## config.mk

```make
export PLATFORM = sky130hd
export DESIGN_NAME = alu_control_mdu
export DESIGN_NICKNAME = d
export VERILOG_FILES = /design/src/rtl/alu_control_mdu_pkg.sv /design/src/rtl/alu_control_mdu_mdu_core.sv /design/src/rtl/alu_control_mdu.sv
export SDC_FILE = /design/constraint.sdc
export NUM_CORES = 1
export LEC_CHECK = 0
export BUFFER_PORTS_ARGS = -buffer_cell sky130_fd_sc_hd__buf_2
export CAP_MARGIN = 20
export CORE_MARGIN = 2
export CORE_UTILIZATION = 58
export DETAILED_ROUTE_END_ITERATION = 16
export PLACE_DENSITY = 0.77
export RECOVER_POWER = 100
export SLEW_MARGIN = 20
export SYNTH_ARGS = -nofsm -noshare
export SYNTH_HDL_FRONTEND = slang
export SYNTH_HIERARCHICAL = 1
export SYNTH_SLANG_ARGS = --single-unit
```

## constraint.sdc

```tcl
create_clock -name CLK -period 7.8 [get_ports CLK]
set_input_delay 0.39 -clock CLK [delete_from_list [all_inputs] [get_ports CLK]]
set_output_delay 0.39 -clock CLK [all_outputs]
set_load 0.01 [all_outputs]
```

## src/rtl/alu_control_mdu_pkg.sv

```systemverilog
// ---------------------------------------------------------------------------
// alu_control_mdu_pkg
//   Shared definitions for the MIPS ALU control block and its multiply/divide
//   unit. It holds:
//     - the ALUCtrl operation codes, including MDU (1111), which leaves the ALU idle
//     - the R-type funct codes: the ALU set plus the eight HI/LO instructions
//     - the MDU sequencer state encoding
//     - the combinational decode helpers that the top level uses
// ---------------------------------------------------------------------------
package alu_control_mdu_pkg;

    // ALUOp value from main control meaning "R-type, look at funct"
    localparam logic [3:0] ALUOP_RTYPE = 4'b1111;

    // ALUCtrl codes
    localparam logic [3:0] CTRL_AND  = 4'b0000;
    localparam logic [3:0] CTRL_OR   = 4'b0001;
    localparam logic [3:0] CTRL_ADD  = 4'b0010;
    localparam logic [3:0] CTRL_SLL  = 4'b0011;
    localparam logic [3:0] CTRL_SRL  = 4'b0100;
    localparam logic [3:0] CTRL_SUB  = 4'b0110;
    localparam logic [3:0] CTRL_SLT  = 4'b0111;
    localparam logic [3:0] CTRL_ADDU = 4'b1000;
    localparam logic [3:0] CTRL_SUBU = 4'b1001;
    localparam logic [3:0] CTRL_XOR  = 4'b1010;
    localparam logic [3:0] CTRL_SLTU = 4'b1011;
    localparam logic [3:0] CTRL_NOR  = 4'b1100;
    localparam logic [3:0] CTRL_SRA  = 4'b1101;
    localparam logic [3:0] CTRL_LUI  = 4'b1110;
    localparam logic [3:0] CTRL_MDU  = 4'b1111;

    // R-type funct codes handled by the ALU
    localparam logic [5:0] FN_SLL  = 6'b000000;
    localparam logic [5:0] FN_SRL  = 6'b000010;
    localparam logic [5:0] FN_SRA  = 6'b000011;
    localparam logic [5:0] FN_SLLV = 6'b000100;
    localparam logic [5:0] FN_SRLV = 6'b000110;
    localparam logic [5:0] FN_SRAV = 6'b000111;
    localparam logic [5:0] FN_ADD  = 6'b100000;
    localparam logic [5:0] FN_ADDU = 6'b100001;
    localparam logic [5:0] FN_SUB  = 6'b100010;
    localparam logic [5:0] FN_SUBU = 6'b100011;
    localparam logic [5:0] FN_AND  = 6'b100100;
    localparam logic [5:0] FN_OR   = 6'b100101;
    localparam logic [5:0] FN_XOR  = 6'b100110;
    localparam logic [5:0] FN_NOR  = 6'b100111;
    localparam logic [5:0] FN_SLT  = 6'b101010;
    localparam logic [5:0] FN_SLTU = 6'b101011;

    // R-type funct codes handled by the multiply/divide unit
    localparam logic [5:0] FN_MFHI  = 6'b010000;
    localparam logic [5:0] FN_MTHI  = 6'b010001;
    localparam logic [5:0] FN_MFLO  = 6'b010010;
    localparam logic [5:0] FN_MTLO  = 6'b010011;
    localparam logic [5:0] FN_MULT  = 6'b011000;
    localparam logic [5:0] FN_MULTU = 6'b011001;
    localparam logic [5:0] FN_DIV   = 6'b011010;
    localparam logic [5:0] FN_DIVU  = 6'b011011;

    // MDU sequencer states
    typedef enum logic [1:0] {
        S_IDLE = 2'b00,
        S_RUN  = 2'b01,
        S_FIX  = 2'b10
    } mdu_state_e;

    function automatic logic is_mdu_funct(input logic [5:0] funct);
        logic hit;
        hit = 1'b0;
        case (funct)
            FN_MFHI, FN_MTHI, FN_MFLO, FN_MTLO,
            FN_MULT, FN_MULTU, FN_DIV, FN_DIVU: hit = 1'b1;
            default:                            hit = 1'b0;
        endcase
        return hit;
    endfunction

    // Unknown R-type functs fall back to ADD so the datapath always has a
    // defined operation.
    function automatic logic [3:0] decode_alu_ctrl(input logic [3:0] alu_op,
                                                   input logic [5:0] funct);
        logic [3:0] ctrl;
        ctrl = CTRL_ADD;
        if (alu_op != ALUOP_RTYPE) begin
            ctrl = alu_op;
        end else begin
            case (funct)
                FN_AND:                     ctrl = CTRL_AND;
                FN_OR:                      ctrl = CTRL_OR;
                FN_ADD:                     ctrl = CTRL_ADD;
                FN_ADDU:                    ctrl = CTRL_ADDU;
                FN_SUB:                     ctrl = CTRL_SUB;
                FN_SUBU:                    ctrl = CTRL_SUBU;
                FN_XOR:                     ctrl = CTRL_XOR;
                FN_NOR:                     ctrl = CTRL_NOR;
                FN_SLT:                     ctrl = CTRL_SLT;
                FN_SLTU:                    ctrl = CTRL_SLTU;
                FN_SLL, FN_SLLV:            ctrl = CTRL_SLL;
                FN_SRL, FN_SRLV:            ctrl = CTRL_SRL;
                FN_SRA, FN_SRAV:            ctrl = CTRL_SRA;
                FN_MFHI, FN_MTHI, FN_MFLO, FN_MTLO,
                FN_MULT, FN_MULTU, FN_DIV, FN_DIVU:
                                            ctrl = CTRL_MDU;
                default:                    ctrl = CTRL_ADD;
            endcase
        end
        return ctrl;
    endfunction

endpackage

```

## src/rtl/alu_control_mdu_mdu_core.sv

```systemverilog
// ---------------------------------------------------------------------------
// mdu_core
//   Iterative multiply/divide unit that owns the HI and LO registers.
//   - Multiply uses a radix-2 shift-add step on the operand magnitudes.
//   - Divide uses a radix-2 restoring step on the operand magnitudes.
//   - Signs are corrected in a final cycle.
//
//   state | meaning
//   ------+-------------------------------------------------------------
//   IDLE  | waiting; MTHI/MTLO write HI/LO, MULT/DIV ops latch operands
//   RUN   | one radix-2 step per cycle, DATA_W steps in total
//   FIX   | two's-complement sign correction, HI/LO written
//
// Ports
//   CLK, Reset     clock, synchronous active-high reset
//   issue_i        an MDU instruction is accepted this cycle
//   funct_i        funct field of the accepted instruction
//   a_i, b_i       rs / rt operands
//   busy_o         sequencer not in IDLE
//   hi_o, lo_o     architectural HI / LO
// ---------------------------------------------------------------------------
module mdu_core
    import alu_control_mdu_pkg::*;
#(
    parameter int DATA_W = 32
) (
    input  logic              CLK,
    input  logic              Reset,
    input  logic              issue_i,
    input  logic [5:0]        funct_i,
    input  logic [DATA_W-1:0] a_i,
    input  logic [DATA_W-1:0] b_i,
    output logic              busy_o,
    output logic [DATA_W-1:0] hi_o,
    output logic [DATA_W-1:0] lo_o
);

    localparam int CNT_W = $clog2(DATA_W) + 1;

    mdu_state_e        state_q;
    logic [CNT_W-1:0]  count_q;
    // acc_q: upper product half (multiply) or partial remainder (divide)
    // wrk_q: multiplier shifting out (multiply) or dividend -> quotient (divide)
    logic [DATA_W-1:0] acc_q;
    logic [DATA_W-1:0] wrk_q;
    logic [DATA_W-1:0] opb_q;
    logic [DATA_W-1:0] hi_q;
    logic [DATA_W-1:0] lo_q;
    logic              is_div_q;
    logic              neg_lo_q;
    logic              neg_hi_q;
    logic              div0_q;

    // Operand preparation at issue
    logic              is_signed;
    logic              a_neg;
    logic              b_neg;
    logic [DATA_W-1:0] a_mag;
    logic [DATA_W-1:0] b_mag;

    assign is_signed = (funct_i == FN_MULT) || (funct_i == FN_DIV);
    assign a_neg     = is_signed & a_i[DATA_W-1];
    assign b_neg     = is_signed & b_i[DATA_W-1];
    // The most negative value maps onto itself, which is the correct
    // unsigned magnitude 2^(DATA_W-1).
    assign a_mag     = a_neg ? -a_i : a_i;
    assign b_mag     = b_neg ? -b_i : b_i;

    // One radix-2 iteration
    logic [DATA_W:0]   mul_sum;
    logic [DATA_W:0]   div_shift;
    logic              div_ge;
    logic [DATA_W-1:0] div_diff;
    logic [DATA_W-1:0] acc_d;
    logic [DATA_W-1:0] wrk_d;

    always_comb begin
        mul_sum   = {1'b0, acc_q} + {1'b0, opb_q};
        div_shift = {acc_q, wrk_q[DATA_W-1]};
        div_ge    = (div_shift >= {1'b0, opb_q});
        // Only used when div_ge holds, where the true difference fits in
        // DATA_W bits, so modulo arithmetic on the low bits is exact.
        div_diff  = div_shift[DATA_W-1:0] - opb_q;
        acc_d     = acc_q;
        wrk_d     = wrk_q;
        if (is_div_q) begin
            if (div_ge) begin
                acc_d = div_diff;
                wrk_d = {wrk_q[DATA_W-2:0], 1'b1};
            end else begin
                acc_d = div_shift[DATA_W-1:0];
                wrk_d = {wrk_q[DATA_W-2:0], 1'b0};
            end
        end else if (wrk_q[0]) begin
            acc_d = mul_sum[DATA_W:1];
            wrk_d = {mul_sum[0], wrk_q[DATA_W-1:1]};
        end else begin
            acc_d = {1'b0, acc_q[DATA_W-1:1]};
            wrk_d = {acc_q[0], wrk_q[DATA_W-1:1]};
        end
    end

    // Final sign correction
    logic [2*DATA_W-1:0] prod_mag;
    logic [2*DATA_W-1:0] prod_fix;
    logic [DATA_W-1:0]   quo_fix;
    logic [DATA_W-1:0]   rem_fix;
    logic [DATA_W-1:0]   hi_d;
    logic [DATA_W-1:0]   lo_d;

    always_comb begin
        prod_mag = {acc_q, wrk_q};
        prod_fix = neg_lo_q ? -prod_mag : prod_mag;
        quo_fix  = neg_lo_q ? -wrk_q : wrk_q;
        // The remainder takes the dividend's sign. For a zero divisor the
        // restoring loop leaves |dividend| here, so HI ends up as the
        // dividend itself.
        rem_fix  = neg_hi_q ? -acc_q : acc_q;
        if (!is_div_q) begin
            hi_d = prod_fix[2*DATA_W-1:DATA_W];
            lo_d = prod_fix[DATA_W-1:0];
        end else if (div0_q) begin
            hi_d = rem_fix;
            lo_d = '1;
        end else begin
            hi_d = rem_fix;
            lo_d = quo_fix;
        end
    end

    always_ff @(posedge CLK) begin
        if (Reset) begin
            state_q  <= S_IDLE;
            count_q  <= '0;
            acc_q    <= '0;
            wrk_q    <= '0;
            opb_q    <= '0;
            hi_q     <= '0;
            lo_q     <= '0;
            is_div_q <= 1'b0;
            neg_lo_q <= 1'b0;
            neg_hi_q <= 1'b0;
            div0_q   <= 1'b0;
        end else begin
            case (state_q)
                S_IDLE: begin
                    if (issue_i) begin
                        case (funct_i)
                            FN_MTHI: hi_q <= a_i;
                            FN_MTLO: lo_q <= a_i;
                            FN_MULT, FN_MULTU, FN_DIV, FN_DIVU: begin
                                is_div_q <= (funct_i == FN_DIV) || (funct_i == FN_DIVU);
                                neg_lo_q <= a_neg ^ b_neg;
                                neg_hi_q <= a_neg;
                                div0_q   <= (b_i == '0);
                                acc_q    <= '0;
                                wrk_q    <= a_mag;
                                opb_q    <= b_mag;
                                count_q  <= CNT_W'(DATA_W);
                                state_q  <= S_RUN;
                            end
                            default: ;
                        endcase
                    end
                end
                S_RUN: begin
                    acc_q   <= acc_d;
                    wrk_q   <= wrk_d;
                    count_q <= count_q - CNT_W'(1);
                    if (count_q == CNT_W'(1)) begin
                        state_q <= S_FIX;
                    end
                end
                S_FIX: begin
                    hi_q    <= hi_d;
                    lo_q    <= lo_d;
                    state_q <= S_IDLE;
                end
                default: state_q <= S_IDLE;
            endcase
        end
    end

    assign busy_o = (state_q != S_IDLE);
    assign hi_o   = hi_q;
    assign lo_o   = lo_q;

endmodule

```

## src/rtl/alu_control_mdu.sv

```systemverilog
// ---------------------------------------------------------------------------
// alu_control_mdu
//   ALU control for the single-cycle MIPS core, with a multi-cycle
//   multiply/divide unit. ALUOp/FuncCode decode stays combinational.
//   Stall holds PC/IR when an MDU instruction arrives while the unit is
//   busy. Non-MDU instructions keep flowing and overlap with the unit.
//
// Ports
//   CLK, Reset   clock, synchronous active-high reset
//   InstrValid   current instruction is real (not a bubble)
//   ALUOp        main-control op; 1111 selects the funct decode
//   FuncCode     instruction funct field
//   A, B         rs / rt values
//   ALUCtrl      ALU operation code (1111 = ALU idle, MDU op)
//   MduOut       HI or LO for MFHI / MFLO, zero otherwise
//   MduSel       datapath writes MduOut instead of the ALU result
//   Stall        hold PC/IR this cycle
//   Busy         MDU iterating
// ---------------------------------------------------------------------------
module alu_control_mdu
    import alu_control_mdu_pkg::*;
#(
    parameter int DATA_W = 32
) (
    input  logic              CLK,
    input  logic              Reset,
    input  logic              InstrValid,
    input  logic [3:0]        ALUOp,
    input  logic [5:0]        FuncCode,
    input  logic [DATA_W-1:0] A,
    input  logic [DATA_W-1:0] B,
    output logic [3:0]        ALUCtrl,
    output logic [DATA_W-1:0] MduOut,
    output logic              MduSel,
    output logic              Stall,
    output logic              Busy
);

    logic              mdu_instr;
    logic              mdu_busy;
    logic              mdu_issue;
    logic              rd_hilo;
    logic [DATA_W-1:0] hi;
    logic [DATA_W-1:0] lo;

    assign ALUCtrl = decode_alu_ctrl(ALUOp, FuncCode);

    // Nothing issues or reads while reset is applied, so the outputs stay
    // quiet during the reset cycle as well as after it.
    assign mdu_instr = InstrValid && !Reset && (ALUOp == ALUOP_RTYPE)
                       && is_mdu_funct(FuncCode);
    assign Stall     = mdu_instr && mdu_busy;
    assign mdu_issue = mdu_instr && !mdu_busy;
    assign rd_hilo   = (FuncCode == FN_MFHI) || (FuncCode == FN_MFLO);
    assign MduSel    = mdu_issue && rd_hilo;
    assign MduOut    = !MduSel ? '0 : ((FuncCode == FN_MFHI) ? hi : lo);
    assign Busy      = mdu_busy;

    mdu_core #(
        .DATA_W (DATA_W)
    ) u_core (
        .CLK     (CLK),
        .Reset   (Reset),
        .issue_i (mdu_issue),
        .funct_i (FuncCode),
        .a_i     (A),
        .b_i     (B),
        .busy_o  (mdu_busy),
        .hi_o    (hi),
        .lo_o    (lo)
    );

endmodule
```

# --- After elaboration in Yosys (flattened, before gate mapping) ---
# Memories as Yosys holds them, arrays and structs flattened.
# Index checks and enable logic that the tools add are counted.
classes:
  n_addsub: 8
  multipliers: 0
  div_mod_pow: 0
  n_lt_le_gt_ge: 1
  eq_ne: 18
  shift: 0
  muxes: 37
  bitwise: 3
  n_reduce_logical: 22
ops:
  columns: ["cell", "n"]
  rows:
  - ["$mux 32", 22]
  - ["$pmux 32 s2", 4]
  - ["$neg 32->32", 4]
  - ["$mux 64", 1]
  - ["$neg 64->64", 1]
  - ["$eq 6x5->1 const B", 8]
  - ["$add 32x32->33", 1]
  - ["$ge 33x32->1", 1]
  - ["$logic_not 32->1", 1]
  - ["$sub 32x32->32", 1]
  - ["$reduce_and 3->1", 5]
  - ["$mux 6", 2]
  - ["$pmux 6 s2", 1]
  - ["$ne 2x2->1 const B", 4]
  - ["$eq 6x1->1 const B", 1]
  - ["$logic_and 1x1->1", 6]
  - ["$mux 2", 3]
  - ["$reduce_bool 2->1", 3]
  - ["$sub 6x1->6 const B", 1]
  - ["$eq 4x4->1 const B", 1]
  - ["$mux 4", 1]
  - ["$ne 4x4->1 const B", 1]
  - ["$pmux 2 s2", 1]
  - ["$reduce_or 4->1", 1]
  - ["other kinds (9)", 14]
totals:
  reg_bits: 172
  latchBits: 0
  ram_bits: 0
  romBits: 288
  word_cells: 102
  mem_count: 2
mem_list:
  columns: ["name", "depth", "width", "rd", "rd_clocked_by_memory_dff", "wr", "line_no", "text"]
  rows:
  - ["(no name shown)", 64, 4, 1, 0, 0, "alu_control_mdu_pkg.sv:87", "case (funct)"]
  - ["(no name shown)", 32, 1, 1, 0, 0, "alu_control_mdu_pkg.sv:70", "case (funct)"]

# --- Depth between registers and ports, before layout ---
depth:
  ltp_word: 7
  depth_mapped: 14
  ltp_nobuf: 13

# --- Modules after synthesis ---
# The synthesis kept the hierarchy.
modules_own_cells:
  columns: ["module", "instances", "cells_each", "area_each_um2", "seq_area_each_um2"]
  rows:
  - ["mdu_core", 1, 1886, 14218.6, 3443.3]
  - ["alu_control_mdu", 1, 151, 902.1, 0.0]

# --- Least setup slack after synthesis ---
# Ideal clock, no wire load.
synth_timing:
  path_kind: "flip-flop to flip-flop"
  from: "reg u_core.acc_q[1]"
  to: "reg u_core.hi_q[30] (netlist: u_core/hi_o[30])"
  setup_ns: 0.139
  t_arrival_ns: 2.936
  setup_slack_ns: 4.725
  stages_incl_launch_ff: 13
  path_cell_list: "dfxtp_1 > buf_2 > inv_1 > ha_1 > or3b_2 > or3_1 > or2_2 > or2_2 > nor2_1 > a31oi_1 > or3_1 > nand3_1 > a311oi_1"
synth_via:
  elab_chain_len: 4
synth_rtl:
  columns: ["item", "line_no", "text"]
  rows:
  - ["start: declaration", "alu_control_mdu_mdu_core.sv:44", "logic [DATA_W-1:0] acc_q;"]
  - ["start signal: assignment", "alu_control_mdu_mdu_core.sv:135", "acc_q <= '0;"]
  - ["start signal: assignment", "alu_control_mdu_mdu_core.sv:156", "acc_q <= '0;"]
  - ["start signal: assignment", "alu_control_mdu_mdu_core.sv:167", "acc_q <= acc_d;"]
  - ["$neg 64->64 or $neg 32->32 (tied branches)", "alu_control_mdu_mdu_core.sv:113, alu_control_mdu_mdu_core.sv:118", null]
  - ["$mux 64 or $mux 32 (tied branches)", "alu_control_mdu_mdu_core.sv:113, alu_control_mdu_mdu_core.sv:118", null]
  - ["$mux 32 (*)", "alu_control_mdu_mdu_core.sv:119", "if (!is_div_q) begin"]
  - ["$pmux 32 s2 (*)", "alu_control_mdu_mdu_core.sv:145", "case (state_q)"]
  - ["end signal: assignment", "alu_control_mdu_mdu_core.sv:149", "FN_MTHI: hi_q <= a_i;"]
  - ["end signal: assignment", "alu_control_mdu_mdu_core.sv:175", "hi_q <= hi_d;"]
  - ["end: declaration", "alu_control_mdu_mdu_core.sv:47", "logic [DATA_W-1:0] hi_q;"]
# Every way passes the cells marked *; elsewhere a longest branch is shown, timed or not.
# A chain may end at the register's enable or synchronous reset.

# --- Worst setup path in the final report ---
layout_timing:
  from: "reg u_core.state_q[0]"
  to: "reg u_core.lo_q[15] (netlist: u_core/lo_o[15])"
layout_via:
  elab_chain_len: 5
layout_rtl:
  columns: ["item", "line_no", "text"]
  rows:
  - ["start: declaration", "alu_control_mdu_mdu_core.sv:40", "mdu_state_e state_q;"]
  - ["start signal: assignment", "alu_control_mdu_mdu_core.sv:133", "state_q <= S_IDLE;"]
  - ["start signal: assignment", "alu_control_mdu_mdu_core.sv:160", "state_q <= S_RUN;"]
  - ["start signal: assignment", "alu_control_mdu_mdu_core.sv:171", "state_q <= S_FIX;"]
  - ["$reduce_bool 2->1", "alu_control_mdu_mdu_core.sv:184", "assign busy_o = (state_q != S_IDLE);"]
  - ["$logic_not 1->1", "alu_control_mdu.sv:53", "assign mdu_issue = mdu_instr && !mdu_busy;"]
  - ["$logic_and 1x1->1", "alu_control_mdu.sv:53", null]
  - ["via mdu_issue", "alu_control_mdu.sv:41", "logic mdu_issue;"]
  - ["$ne 2x2->1 (no source line)", null, null]
  - ["$reduce_and 3->1 (no source line)", null, null]
  - ["end signal: assignment", "alu_control_mdu_mdu_core.sv:150", "FN_MTLO: lo_q <= a_i;"]
  - ["end signal: assignment", "alu_control_mdu_mdu_core.sv:176", "lo_q <= lo_d;"]
  - ["end: declaration", "alu_control_mdu_mdu_core.sv:48", "logic [DATA_W-1:0] lo_q;"]
# The timed path passes the listed nets, and every way through them passes these cells.

==> impl_metrics.py <==
metrics = {
    "route": {
        "drt_pass1_iterations": 8,
        "wl_per_cell_um": 21.1,
        "ant_nets": 0,
        "post_drt_via_cell_ratio": 6.59,
        "num_vias": 15814,
        "wirelength_um": 50700,
        "first_iter_violations": 1859,
        "drc": 0,
    },
    "setup_path": {
        "max_stage_delay_ns": 1.79,
        "rrSetupSlack_ns": 2.96,
        "cp.arrival_ns": 5.14,
        "cp_max_fo": 33,
        "crit_chain": "or2_2, nor4_1, nand4b_1, nor3b_1, clkbuf_1, nor2_1, a21oi_1, nor2_1",
        "cp-end-kind": "flip-flop",
        "crit_top_cell": "nor2_1",
        "crit_required_ns": 8.11,
        "crit_type": "reg -> reg",
        "startpoint_type": "flip-flop",
        "critPathSlowestCell": "clkbuf_1",
    },
    "clock_network": {
        "cts_buffer_depth": 2,
        "ctsHoldBuffers": 0,
        "numCtsBuffers": 17,
        "cts_setup_buffers": 0,
        "ctsHtreeMaxLevel": 4,
        "insertion_delay_ns": 0.45,
        "cts_tree": "yes",
        "ctsResizeCount": 0,
        "path_clk_slew_ns": 0.08,
        "cts.sinks": 172,
        "cts-root-buf": "clkbuf_16",
    },
    "sta": {
        "final_max_slew_viol_count": 179,
        "tns_ns": 0,
        "hold_violations": 0,
        "finalSetupViolCount": 0,
        "max_freq_mhz": 207,
        "finClkSkew_ns": 0.0253,
        "rsz0062_at_grt": "no",
        "layout_setup_ws_ns": 2.96,
        "fin_crit_ns": 4.84,
        "period_share": 0.620,
        "worstMarginPinSlew_ns": 2.50,
        "slew_headroom": -0.669,
    },
    "layout": {
        "multi_input_comb_area_mm2": 0.0106,
        "seq_area_mm2": 0.00345,
        "antenna_cells": 0,
        "area_delta_synth_final_pct": 6.56,
        "final_util": 0.624,
        "layout_common_cells": "a21oi_1, nand2_1, nor2_1",
        "layout-drive-gt1-share": 0.0876,
        "layout.nets": 2206,
        "final_common_cell": "a21oi_1",
        "fillers": 2413,
    },
    "global_routing": {
        "grt_pass1_vias": 14222,
        "grtUsageTotal": 0.364,
        "antenna_found_initial": 0,
        "grt_pass1_wl_um": 78300,
        "gr-total-overflow": 0,
        "grt_max_degree": 74,
    },
    "power_and_ir_drop": {
        "p_switching_uw": 533,
        "leakage_nw": 6.38,
        "internal-power_mw": 1.35,
        "power.share.clock": 0.477,
        "combPwrFrac": 0.058,
        "power_density_mw_per_mm2": 117,
        "power_frac_seq": 0.465,
        "ir_drop_v": 0.000142,
        "swShare": 0.283,
    },
    "placement": {
        "routabilityCongestion": 1.09,
        "place_ws_ns": 3.99,
        "hpwl_um": 36400,
        "port_buffers": 115,
    },
    "synthesis": {
        "ys_warn_count": 6,
        "synth_nets": 2190,
        "yosysSeqAreaShare": 0.228,
        "synth_edf_count": 0,
        "synthCells": 2037,
        "synth.distinct_cells": 84,
        "synth_area_mm2": 0.0151,
        "async_reset_ff_frac": 0,
        "synth-main-ff-cell": "dfxtp_1",
        "avgSynthCellArea_um2": 7.42,
        "ys_ff_latch": 172,
    },
    "die": {
        "core_area_mm2": 0.0258,
        "die_area_mm2": 0.0274,
        "placementRows": 59,
        "die_w_um": 165,
        "start_util": 0.585,
        "io_pins": 116,
        "die_h_um": 165,
    },
    "flow_run": {
        "maxCapViolCount": 5,
    },
    "run_status": {
        "status": "complete, but fails checks",
        "violations": "max-capacitance violations, max-slew violations",
    },
    "min_path": {
        "hold_path.class": "in -> reg",
    },
}
per-stage QoR:
stage / area (µm²) / power [mW] / instances / hold WS [ns]
after floorplan: 15100 / 0.950 / 2037 / 0.432
after global placement: 15700 / 1.01 / 2369 / 0.441
after detailed placement: 15700 / 1.01 / 2369 / 0.451
after CTS: 16300 / 1.89 / 2401 / 0.216
after global routing: 16100 / 1.93 / 2401 / 0.237
final: 16100 / 1.89 / 2401 / 0.229
Yosys cell counts (17+ instances only):
cell type,n,share of area
nor2_1,201,0.050
inv_1,75,0.019
or3_1,20,0.0083
dfxtp_1,172,0.23
a31oi_1,17,0.0070
a21oi_2,22,0.013
nor2b_1,18,0.0074
o31ai_1,32,0.016
xor2_1,88,0.051
o21ai_0,130,0.043
xnor2_1,83,0.048
nand2_1,209,0.052
nand2b_1,18,0.0074
mux2i_1,79,0.052
ha_1,74,0.061
nor3_1,51,0.017
a21o_1,37,0.018
clkbuf_1,99,0.025
a211oi_1,81,0.040
nand3_1,25,0.0083
a21oi_1,198,0.066
nor4_1,24,0.0099
a221oi_1,32,0.019
critical path, delay by kind of cell (launching register included):
kind                   cells  cell delay [ns]
and+or+nand+nor            6             2.12
AOI/OAI and AO/OA          1             0.34
buffers and inverters      1             1.79
DFF                        1             0.39
path summary, 6_finish.rpt:
path                     endpoint  cells past startpoint               from
setup / recovery  u_core/lo_o[15]                      8  u_core/state_q[0]
hold / removal    u_core/opb_q[0]                      3               B[0]
setup reg to reg  u_core/lo_o[15]                      8  u_core/state_q[0]
hold reg to reg   u_core/hi_o[27]                      2    u_core/hi_o[27]
layer usage:
metal  GRT usage  vias to the layer above  routed length, µm
met4       0.168                        0               2280
met3      0.0492                      133               3830
met2       0.596                      771              23300
met5           0                        -                  0
met1       0.475                     7462              21300
li1            -                     7448                  -
flip-flops by register name (all words and copies together), names as in the netlist:
| register | cells |
|---|---|
| u_core/neg_lo_q | 1 |
| u_core/hi_o | 32 |
| u_core/state_q | 2 |
| u_core/neg_hi_q | 1 |
| u_core/lo_o | 32 |
| u_core/opb_q | 32 |
| u_core/acc_q | 32 |
| u_core/wrk_q | 32 |
| u_core/div0_q | 1 |
| u_core/count_q | 6 |
| u_core/is_div_q | 1 |
layout make-up:
cell class	count	area share
repair buffers	139	0.0442
flip-flops and latches	172	0.214
well taps	335	0.0260
inverters	76	0.0177
clock inverters	15	0.0115
clock buffers	17	0.0264
multi-input cells	1647	0.660
logic make-up after synthesis:
family / after synthesis / share of synthesized area
AO/OA/AOI/OAI: 660 / 0.284
AND/OR/NAND/NOR: 658 / 0.207
buffers and inverters: 218 / 0.0636
flip-flops: 172 / 0.228
XOR/XNOR: 171 / 0.0990
multiplexers: 82 / 0.0545
adder cells (fa/ha/maj): 76 / 0.0639
power groups by stage:
stage	combinational, mW	sequential, mW	clock [mW]
6_report	0.110	0.877	0.899
5_1_grt	0.119	0.877	0.935
4_1_cts	0.109	0.877	0.908
3_5_place_dp	0.109	0.898	0
3_3_place_gp	0.107	0.898	0
2_1_floorplan	0.0523	0.898	0
Power figures use the tool's default switching activity.
